File: src/rtl/pipe_skid_reg_pkg.sv
// rtl/pipe_skid_reg_pkg.sv - shared state encodings and constants for the pipeline skid register
package pipe_skid_reg_pkg;

  typedef enum logic [1:0] {
    PSR_EMPTY = 2'd0,
    PSR_ONE   = 2'd1,
    PSR_FULL  = 2'd2
  } psr_state_e;

  localparam int unsigned PSR_DEF_PC_W   = 30;
  localparam int unsigned PSR_DEF_DATA_W = 128;
  localparam int unsigned PSR_DEF_CNT_W  = 16;

  localparam logic [PSR_DEF_DATA_W-1:0] PSR_NOP_PAYLOAD = '0;

  // Level of the reset input that means "in reset".
  localparam logic PSR_RESET_ACTIVE = 1'b0;

endpackage

File: src/rtl/pipe_skid_reg_if.sv
// rtl/pipe_skid_reg_if.sv - valid/ready stage handshake carrying a PC and an opaque payload
interface pipe_skid_reg_if #(
  parameter int unsigned PC_W   = 30,
  parameter int unsigned DATA_W = 128
);

  logic              valid;
  logic              ready;
  logic [PC_W-1:0]   pc;
  logic [DATA_W-1:0] data;

  modport master (
    output valid,
    output pc,
    output data,
    input  ready
  );

  modport slave (
    input  valid,
    input  pc,
    input  data,
    output ready
  );

endinterface

File: src/rtl/pipe_skid_reg_sat_counter.sv
// rtl/pipe_skid_reg_sat_counter.sv - saturating up-counter for performance monitoring
module sat_counter
  import pipe_skid_reg_pkg::*;
#(
  parameter int unsigned W = 16
) (
  input  logic         clk,
  input  logic         reset,
  input  logic         inc,
  output logic [W-1:0] cnt
);

  logic [W-1:0] cnt_q;
  logic [W-1:0] cnt_d;

  always_comb begin
    cnt_d = cnt_q;
    if (inc && (cnt_q != {W{1'b1}})) begin
      cnt_d = cnt_q + W'(1);
    end
  end

  always_ff @(posedge clk) begin
    if (reset == PSR_RESET_ACTIVE) begin
      cnt_q <= '0;
    end else begin
      cnt_q <= cnt_d;
    end
  end

  assign cnt = cnt_q;

endmodule

File: src/rtl/pipe_skid_reg.sv
// rtl/pipe_skid_reg.sv - generic pipeline stage register with 2-entry skid buffer, flush and bubble counter
module pipe_skid_reg
  import pipe_skid_reg_pkg::*;
#(
  parameter int unsigned       PC_W        = PSR_DEF_PC_W,
  parameter int unsigned       DATA_W      = PSR_DEF_DATA_W,
  parameter logic [DATA_W-1:0] NOP_PAYLOAD = {DATA_W{1'b0}},
  parameter int unsigned       CNT_W       = PSR_DEF_CNT_W
) (
  input  logic                  clk,
  input  logic                  reset,
  input  logic                  stall,
  input  logic                  flush,
  pipe_skid_reg_if.slave        up,
  pipe_skid_reg_if.master       dn,
  output logic                  skid_full,
  output logic [CNT_W-1:0]      bubble_cnt
);

  psr_state_e        state_q, state_d;
  logic [PC_W-1:0]   main_pc_q, main_pc_d;
  logic [DATA_W-1:0] main_data_q, main_data_d;
  logic [PC_W-1:0]   skid_pc_q, skid_pc_d;
  logic [DATA_W-1:0] skid_data_q, skid_data_d;

  logic up_ready;
  logic dn_valid;
  logic up_fire;
  logic dn_fire;

  // Both handshake outputs decode straight from the state flop, so up_ready is registered.
  assign up_ready = (state_q != PSR_FULL);
  assign dn_valid = (state_q != PSR_EMPTY);
  assign up_fire  = up.valid & up_ready & ~flush;
  assign dn_fire  = dn_valid & dn.ready & ~stall;

  always_comb begin
    state_d     = state_q;
    main_pc_d   = main_pc_q;
    main_data_d = main_data_q;
    skid_pc_d   = skid_pc_q;
    skid_data_d = skid_data_q;

    if (flush) begin
      state_d     = PSR_EMPTY;
      main_pc_d   = '0;
      main_data_d = NOP_PAYLOAD;
      skid_pc_d   = '0;
      skid_data_d = NOP_PAYLOAD;
    end else begin
      unique case (state_q)
        PSR_EMPTY: begin
          if (up_fire) begin
            state_d     = PSR_ONE;
            main_pc_d   = up.pc;
            main_data_d = up.data;
          end
        end
        PSR_ONE: begin
          if (up_fire && dn_fire) begin
            main_pc_d   = up.pc;
            main_data_d = up.data;
          end else if (up_fire) begin
            state_d     = PSR_FULL;
            skid_pc_d   = up.pc;
            skid_data_d = up.data;
          end else if (dn_fire) begin
            state_d     = PSR_EMPTY;
            main_pc_d   = '0;
            main_data_d = NOP_PAYLOAD;
          end
        end
        PSR_FULL: begin
          if (dn_fire) begin
            state_d     = PSR_ONE;
            main_pc_d   = skid_pc_q;
            main_data_d = skid_data_q;
            skid_pc_d   = '0;
            skid_data_d = NOP_PAYLOAD;
          end
        end
        default: begin
          state_d     = PSR_EMPTY;
          main_pc_d   = '0;
          main_data_d = NOP_PAYLOAD;
          skid_pc_d   = '0;
          skid_data_d = NOP_PAYLOAD;
        end
      endcase
    end
  end

  always_ff @(posedge clk) begin
    if (reset == PSR_RESET_ACTIVE) begin
      state_q     <= PSR_EMPTY;
      main_pc_q   <= '0;
      main_data_q <= NOP_PAYLOAD;
      skid_pc_q   <= '0;
      skid_data_q <= NOP_PAYLOAD;
    end else begin
      state_q     <= state_d;
      main_pc_q   <= main_pc_d;
      main_data_q <= main_data_d;
      skid_pc_q   <= skid_pc_d;
      skid_data_q <= skid_data_d;
    end
  end

  assign up.ready  = up_ready;
  assign dn.valid  = dn_valid;
  assign dn.pc     = main_pc_q;
  assign dn.data   = main_data_q;
  assign skid_full = ~up_ready;

  sat_counter #(
    .W (CNT_W)
  ) u_bubble_cnt (
    .clk   (clk),
    .reset (reset),
    .inc   (~dn_valid),
    .cnt   (bubble_cnt)
  );

endmodule

File: src/flat_wrapper.sv
// flat-port wrapper written by rule: the top's interface ports become plain ports
module pipe_skid_reg_flat import pipe_skid_reg_pkg::*;
#(
  parameter int unsigned       PC_W        = PSR_DEF_PC_W,
  parameter int unsigned       DATA_W      = PSR_DEF_DATA_W,
  parameter logic [DATA_W-1:0] NOP_PAYLOAD = {DATA_W{1'b0}},
  parameter int unsigned       CNT_W       = PSR_DEF_CNT_W
)
  (clk, reset, stall, flush, skid_full, bubble_cnt, up_valid, up_pc, up_data, up_ready, dn_valid, dn_pc, dn_data, dn_ready);
  pipe_skid_reg_if #(.PC_W(PC_W), .DATA_W(DATA_W)) up_i ();
  pipe_skid_reg_if #(.PC_W(PC_W), .DATA_W(DATA_W)) dn_i ();
  input  logic clk;
  input  logic reset;
  input  logic stall;
  input  logic flush;
  output logic skid_full;
  output logic [CNT_W-1:0] bubble_cnt;
  input wire logic [$bits(up_i.valid)-1:0] up_valid;
  input wire logic [$bits(up_i.pc)-1:0] up_pc;
  input wire logic [$bits(up_i.data)-1:0] up_data;
  output wire logic [$bits(up_i.ready)-1:0] up_ready;
  output wire logic [$bits(dn_i.valid)-1:0] dn_valid;
  output wire logic [$bits(dn_i.pc)-1:0] dn_pc;
  output wire logic [$bits(dn_i.data)-1:0] dn_data;
  input wire logic [$bits(dn_i.ready)-1:0] dn_ready;
  assign up_i.valid = up_valid;
  assign up_i.pc = up_pc;
  assign up_i.data = up_data;
  assign up_ready = up_i.ready;
  assign dn_valid = dn_i.valid;
  assign dn_pc = dn_i.pc;
  assign dn_data = dn_i.data;
  assign dn_i.ready = dn_ready;
  pipe_skid_reg #(.PC_W(PC_W), .DATA_W(DATA_W), .NOP_PAYLOAD(NOP_PAYLOAD), .CNT_W(CNT_W)) u_core (.clk(clk), .reset(reset), .stall(stall), .flush(flush), .up(up_i), .dn(dn_i), .skid_full(skid_full), .bubble_cnt(bubble_cnt));
endmodule
File: config.mk
export PLATFORM = sky130hd
export DESIGN_NAME = pipe_skid_reg_flat
export DESIGN_NICKNAME = d
export VERILOG_FILES = /design/src/rtl/pipe_skid_reg_pkg.sv /design/src/rtl/pipe_skid_reg_if.sv /design/src/rtl/pipe_skid_reg_sat_counter.sv /design/src/rtl/pipe_skid_reg.sv /design/src/flat_wrapper.sv
export SDC_FILE = /design/constraint.sdc
export NUM_CORES = 1
export LEC_CHECK = 0
export CAP_MARGIN = 0
export CORE_ASPECT_RATIO = 0.7
export CORE_UTILIZATION = 45
export CTS_CLUSTER_SIZE = 14
export DETAILED_ROUTE_END_ITERATION = 6
export PLACE_DENSITY_LB_ADDON = 0.3
export SLEW_MARGIN = 15
export SYNTH_ARGS = -nofsm -noshare
export SYNTH_HDL_FRONTEND = slang
export SYNTH_SLANG_ARGS = --single-unit
File: constraint.sdc
create_clock -name clk -period 2 [get_ports clk]
set_clock_uncertainty 0.2 [all_clocks]
set_input_delay 0.4 -clock clk [delete_from_list [all_inputs] [get_ports clk]]
set_output_delay 0.4 -clock clk [all_outputs]
set_load 0.02 [all_outputs]
Word level (Yosys, flattened, before mapping)
Cells that the tools add are included.
Cells by class
  reductions and logical operators: 8
  equal/unequal tests: 11
  add/subtract/negate cells: 1
  muxes and demuxes: 22
  bitwise gates (word level): 10
Operators with widths (number)
  two-way mux 128 bit: 6
  case mux 128 bit (3 select lines): 2
  two-way mux 30 bit: 6
  case mux 30 bit (3 select lines): 2
  adder 16 x 1 -> 16 bit (second input constant): 1
  inequality test 16 bit (second input constant): 1
  AND reduction 4 bit: 3
  two-way mux 2 bit: 5
  inequality test 2 x 1 -> 1 bit (second input constant): 3
  inequality test 3 x 1 -> 1 bit (second input constant): 2
  NOT 1 bit: 6
  case mux 2 bit (3 select lines): 1
  AND 1 bit: 4
  inequality test 2 bit (second input constant): 2
  inequality test 3 bit (second input constant): 1
  == test 2 x 1 -> 1 bit (second input constant): 1
  == test 2 bit (second input constant): 1
  logical AND 1 bit: 2
  logical NOT 2 bit: 1
  nonzero test 2 bit: 1
  OR reduction 2 bit: 1
Word-level totals
  input port bits: 164
  output and inout port bits: 177
  logic and storage cells: 58
  register bits: 334

Longest topological paths before layout
  depth in word-level cells: 7
  mapped depth: 7
  gate-level depth less buffers: 5

Modules after synthesis
From an unflattened synthesis, not the netlist that was laid out.
Second synthesis, totals
  cell total of the unflattened synthesis: 2286
  area total of the unflattened synthesis: 17693.2 µm²
By module, submodules not included
  pipe_skid_reg: area each 16856.2 µm², times used 1, cells each 2189
  sat_counter: area each 837.1 µm², times used 1, cells each 97

Worst setup path before layout
OpenSTA, ideal clock, no wires.
  path kind: register to register
  start point: register u_core.u_bubble_cnt.cnt_q[0] (netlist: u_core.u_bubble_cnt.cnt[0])
  end point: register u_core.u_bubble_cnt.cnt_q[14] (netlist: u_core.u_bubble_cnt.cnt[14])
  library setup time: 70 ps
  cell stages (with the launch flop): 7
  data required time: 1730 ps
  buffers on the path: 1
  arrival time: 1929 ps
  slack: -199 ps
  cells stage by stage: dfxtp_1 > ha_1 > nand3_1 > or3_1 > buf_2 > or4_1 > a21oi_1
On the way
  word-level cells in the longest chain between the ends: 2
Ends and longest elaborated chain
  start: declaration: line pipe_skid_reg_sat_counter.sv:13  | logic [W-1:0] cnt_q;
  start signal: assignment: line pipe_skid_reg_sat_counter.sv:27  | cnt_q <= cnt_d;
  branches (longest 2 deep; another with adder 16 x 1 -> 16 bit)
Several ways; the timed one is not identified.
A chain may end at the register's enable or synchronous reset.

Final worst setup path
  start point: register u_core.state_q[0]
  end point: register u_core.u_bubble_cnt.cnt_q[14] (netlist: u_core.u_bubble_cnt.cnt[14])
On the way
  word-level cells in the longest chain between the ends: 3
Ends and longest elaborated chain
  start: declaration: line pipe_skid_reg.sv:20  | psr_state_e state_q, state_d;
  start signal: assignment: line pipe_skid_reg.sv:101  | state_q <= state_d;
  nonzero test 2 bit: line pipe_skid_reg.sv:33  | assign dn_valid = (state_q != PSR_EMPTY);
  NOT 1 bit: line pipe_skid_reg.sv:120  | .inc (~dn_valid),
  logical AND 1 bit: line pipe_skid_reg_sat_counter.sv:18  | if (inc && (cnt_q != {W{1'b1}})) begin
Every way passes these cells.

==> run summary <==
Status -> finished clean
DP Wirelength -> 27.9 mm
Tmin final -> 1960 ps
Switching portion of total power -> 0.246
Post-synth net total -> 1567
CTS buffer count -> 31
Worst slew pin tran -> 627 ps
Yosys reg bits -> 334
Avg Inst Size Synth -> 9.68 sq um
Setup WS post-layout -> 42.1 ps
Post-synth EDFFs -> 0
Pins Over Slew Limit -> 0
Post-Synth XOR/XNOR Area -> 0
Post-Route Utilization -> 0.645
Hold Crit Class -> reg -> reg
DIE HEIGHT -> 147 microns
Clk pwr share -> 0.409
CTS tree -> yes
Synth Area in Simple Gates -> 0.125
LEAKAGE -> 6.65 nW
Count of final setup violators -> 0
Top post-synthesis cells by area -> dfxtp_1 49%, nand4b_1 10%, o2bb2ai_1 10%
Initial Util -> 0.464
Row count -> 52
Initial DRC Count -> 1253
Setup WS pre-CTS -> -548 ps
Final hold vios -> 0
Post-CTS setup buffers -> 0
Router iterations before antenna repair -> 5
Final instance count without filler cells -> 2094
Root Buffer -> clkbuf_16
H-tree levels -> 1
Io pins -> 341
DP Cell Count -> 2036
Req. time, crit path -> 2290 ps
Power per cell area -> 755 nW/um^2
Sequential cell fraction of total power -> 0.477
Crit path max fanout -> 8
Synth area leader -> dfxtp_1
Clock Tree Buf Depth -> 3
Gate Count Post-Synth -> 1402
Pint -> 10.8 mW
Rel. slew slack -> 0.582
Antenna Violating Nets Remaining -> 0
Final Wtd Congestion -> 0.862
Die area -> 30900 sq um
Routed vias/inst -> 6.39
Fin crit share -> 0.979
Synth top cells by count -> 334 x dfxtp_1, 169 x a21oi_1, 166 x o21ai_0
Seq/Total Area, Yosys -> 0.493
Synth cell types -> 41
Critical Path AT -> 2250 ps
Total gr overflow -> 0
Startpoint Class -> register
Mux contribution to synthesized area -> 0.00148
Synth Warn # -> 0
Area delta synth->final -> 39.1%
CTS clk-pin slew, worst paths -> 60 ps
Die X -> 210 microns
Later-pin clock latency in the skew report -> 560 ps
DR vias -> 13400
Most frequent cell after synthesis -> dfxtp_1
Share of cells above drive strength 1 -> 0.104
Unrepaired setup endpoints after global routing -> yes
Cell Area, Synth -> 13600 sq um
Ant diodes -> 0
Complex-gate fraction of the synthesized area -> 0.325
Num Clock Sinks -> 334
Synth top area share -> 0.493
Combinational share of power -> 0.114
Setup TNS -> 0 ps
P_sw -> 3.51 mW
Critical path capture point type -> register
Adder-cell share of the synthesized area -> 0.000922
Largest family of logic cells by synthesized area -> compound AO/OA/AOI/OAI gates
IO Port Bufs -> 340
Nets -> 1857
First-pass GRT wire length -> 70.3 mm
Number of global-route vias before repair -> 12700
Top_reg_cell synth -> dfxtp_1
Initial antenna violation count -> 1
Tot GR Track Use -> 0.277
Peak supply drop -> 0.582 mV
Max-Cap Viols -> 0
Critical path class -> reg -> reg
Pin count of the biggest net entering global routing -> 111
Asr flop ratio synth -> 0
Fmax -> 511 MHz
DRC violations left -> 0
Core Footprint -> 29300 sq um
WL per Instance -> 21.6 microns
DRT Wirelength -> 45.3 mm
[power groups by stage]
| stage | Clock (mW) | Combinational [mW] | Sequential (mW) |
|---|---|---|---|
| global route | 6.21 | 1.71 | 6.81 |
| CTS | 5.92 | 1.60 | 6.80 |
| global placement | 0 | 1.62 | 6.95 |
| floorplan | 0 | 0.596 | 7.02 |
| detailed placement | 0 | 1.63 | 6.95 |
| finish | 5.83 | 1.62 | 6.80 |
[path summary, 6_finish.rpt]
kind	from	to	slack [ps]	cells past startpoint
max	u_core.state_q[0]	u_core.u_bubble_cnt.cnt[14]	40	5
min	u_core.dn.data[74]	u_core.dn.data[74]	260	1
max reg2reg	u_core.state_q[0]	u_core.u_bubble_cnt.cnt[14]	40	5
min reg2reg	u_core.dn.data[74]	u_core.dn.data[74]	260	1
[stage by stage]
step,hold WS (ps),total power [mW],cell area [sq um]
2_1_floorplan,249,7.62,13600
3_3_place_gp,245,8.57,18000
3_5_place_dp,245,8.58,18000
4_1_cts,244,14.3,18800
5_1_grt,262,14.7,18900
6_report,256,14.3,18900
[critical path: stages, from the launching register on]
cell and delay [ps]:
dfxtp_4 380, nor2_4 170, inv_2 80, or3_4 430
or4_1 490, a21oi_2 140
[layout by cell type, fill, tap and decap left out, types with 3 or more instances in the layout]
master / netlist / final
clkdlybuf4s50_1: 0 / 163
buf_12: 0 / 41
nor2_1: 8 / 6
dfxtp_1: 334 / 329
nand2_1: 8 / 7
nand3_1: 5 / 4
clkbuf_2: 0 / 4
o21ai_0: 166 / 166
o2bb2ai_1: 158 / 158
nand4b_1: 158 / 158
dfxtp_4: 0 / 4
buf_4: 0 / 52
clkbuf_16: 0 / 32
clkinv_2: 0 / 7
nor2_4: 1 / 3
a22oi_1: 158 / 158
a21oi_1: 169 / 168
dlygate4sd2_1: 0 / 166
inv_1: 5 / 5
nand4_1: 7 / 7
clkbuf_1: 112 / 6
clkbuf_8: 0 / 12
or4_1: 3 / 3
o31ai_1: 3 / 3
clkdlybuf4s15_1: 0 / 3
or3_1: 8 / 7
[kinds of logic after synthesis]
group           count (synthesis)
simple gates                  211
fa+ha+maj                       1
mux                             2
flops                         334
compound gates                670
buf+inv                       184
[final cells by class]
cell class	instances	area [sq um]
well taps	378	473
clock buffers	49	963
inverters	6	22.5
clock inverters	8	43.8
repair buffers	435	4440
multi-input cells	884	6230
fillers	2390	10400
flip-flops and latches	334	6700
[sequential cells by signal, indices dropped and copies added (netlist names)]
register,cells
u_core.dn.data,128
u_core.skid_data_q,128
u_core.dn.pc,30
u_core.skid_pc_q,30
u_core.u_bubble_cnt.cnt,16
u_core.state_q,2
[layer usage]
layer,vias up,share of wire,track usage
li1,6073,-,-
met2,636,0.46,0.439
met4,2,0.026,0.0821
met5,-,0.00029,0
met3,88,0.077,0.0541
met1,6585,0.44,0.383
[timing repair]
action                     in CTS  in global routing
setup endpoints to repair     194                122
hold buffers                    0                  0
gates cloned                    0                  1
pin swaps                       2                  0
gates resized for setup       193                 18
hold endpoints to repair        0                  0
No activity file was read; power rests on OpenSTA's default activity.
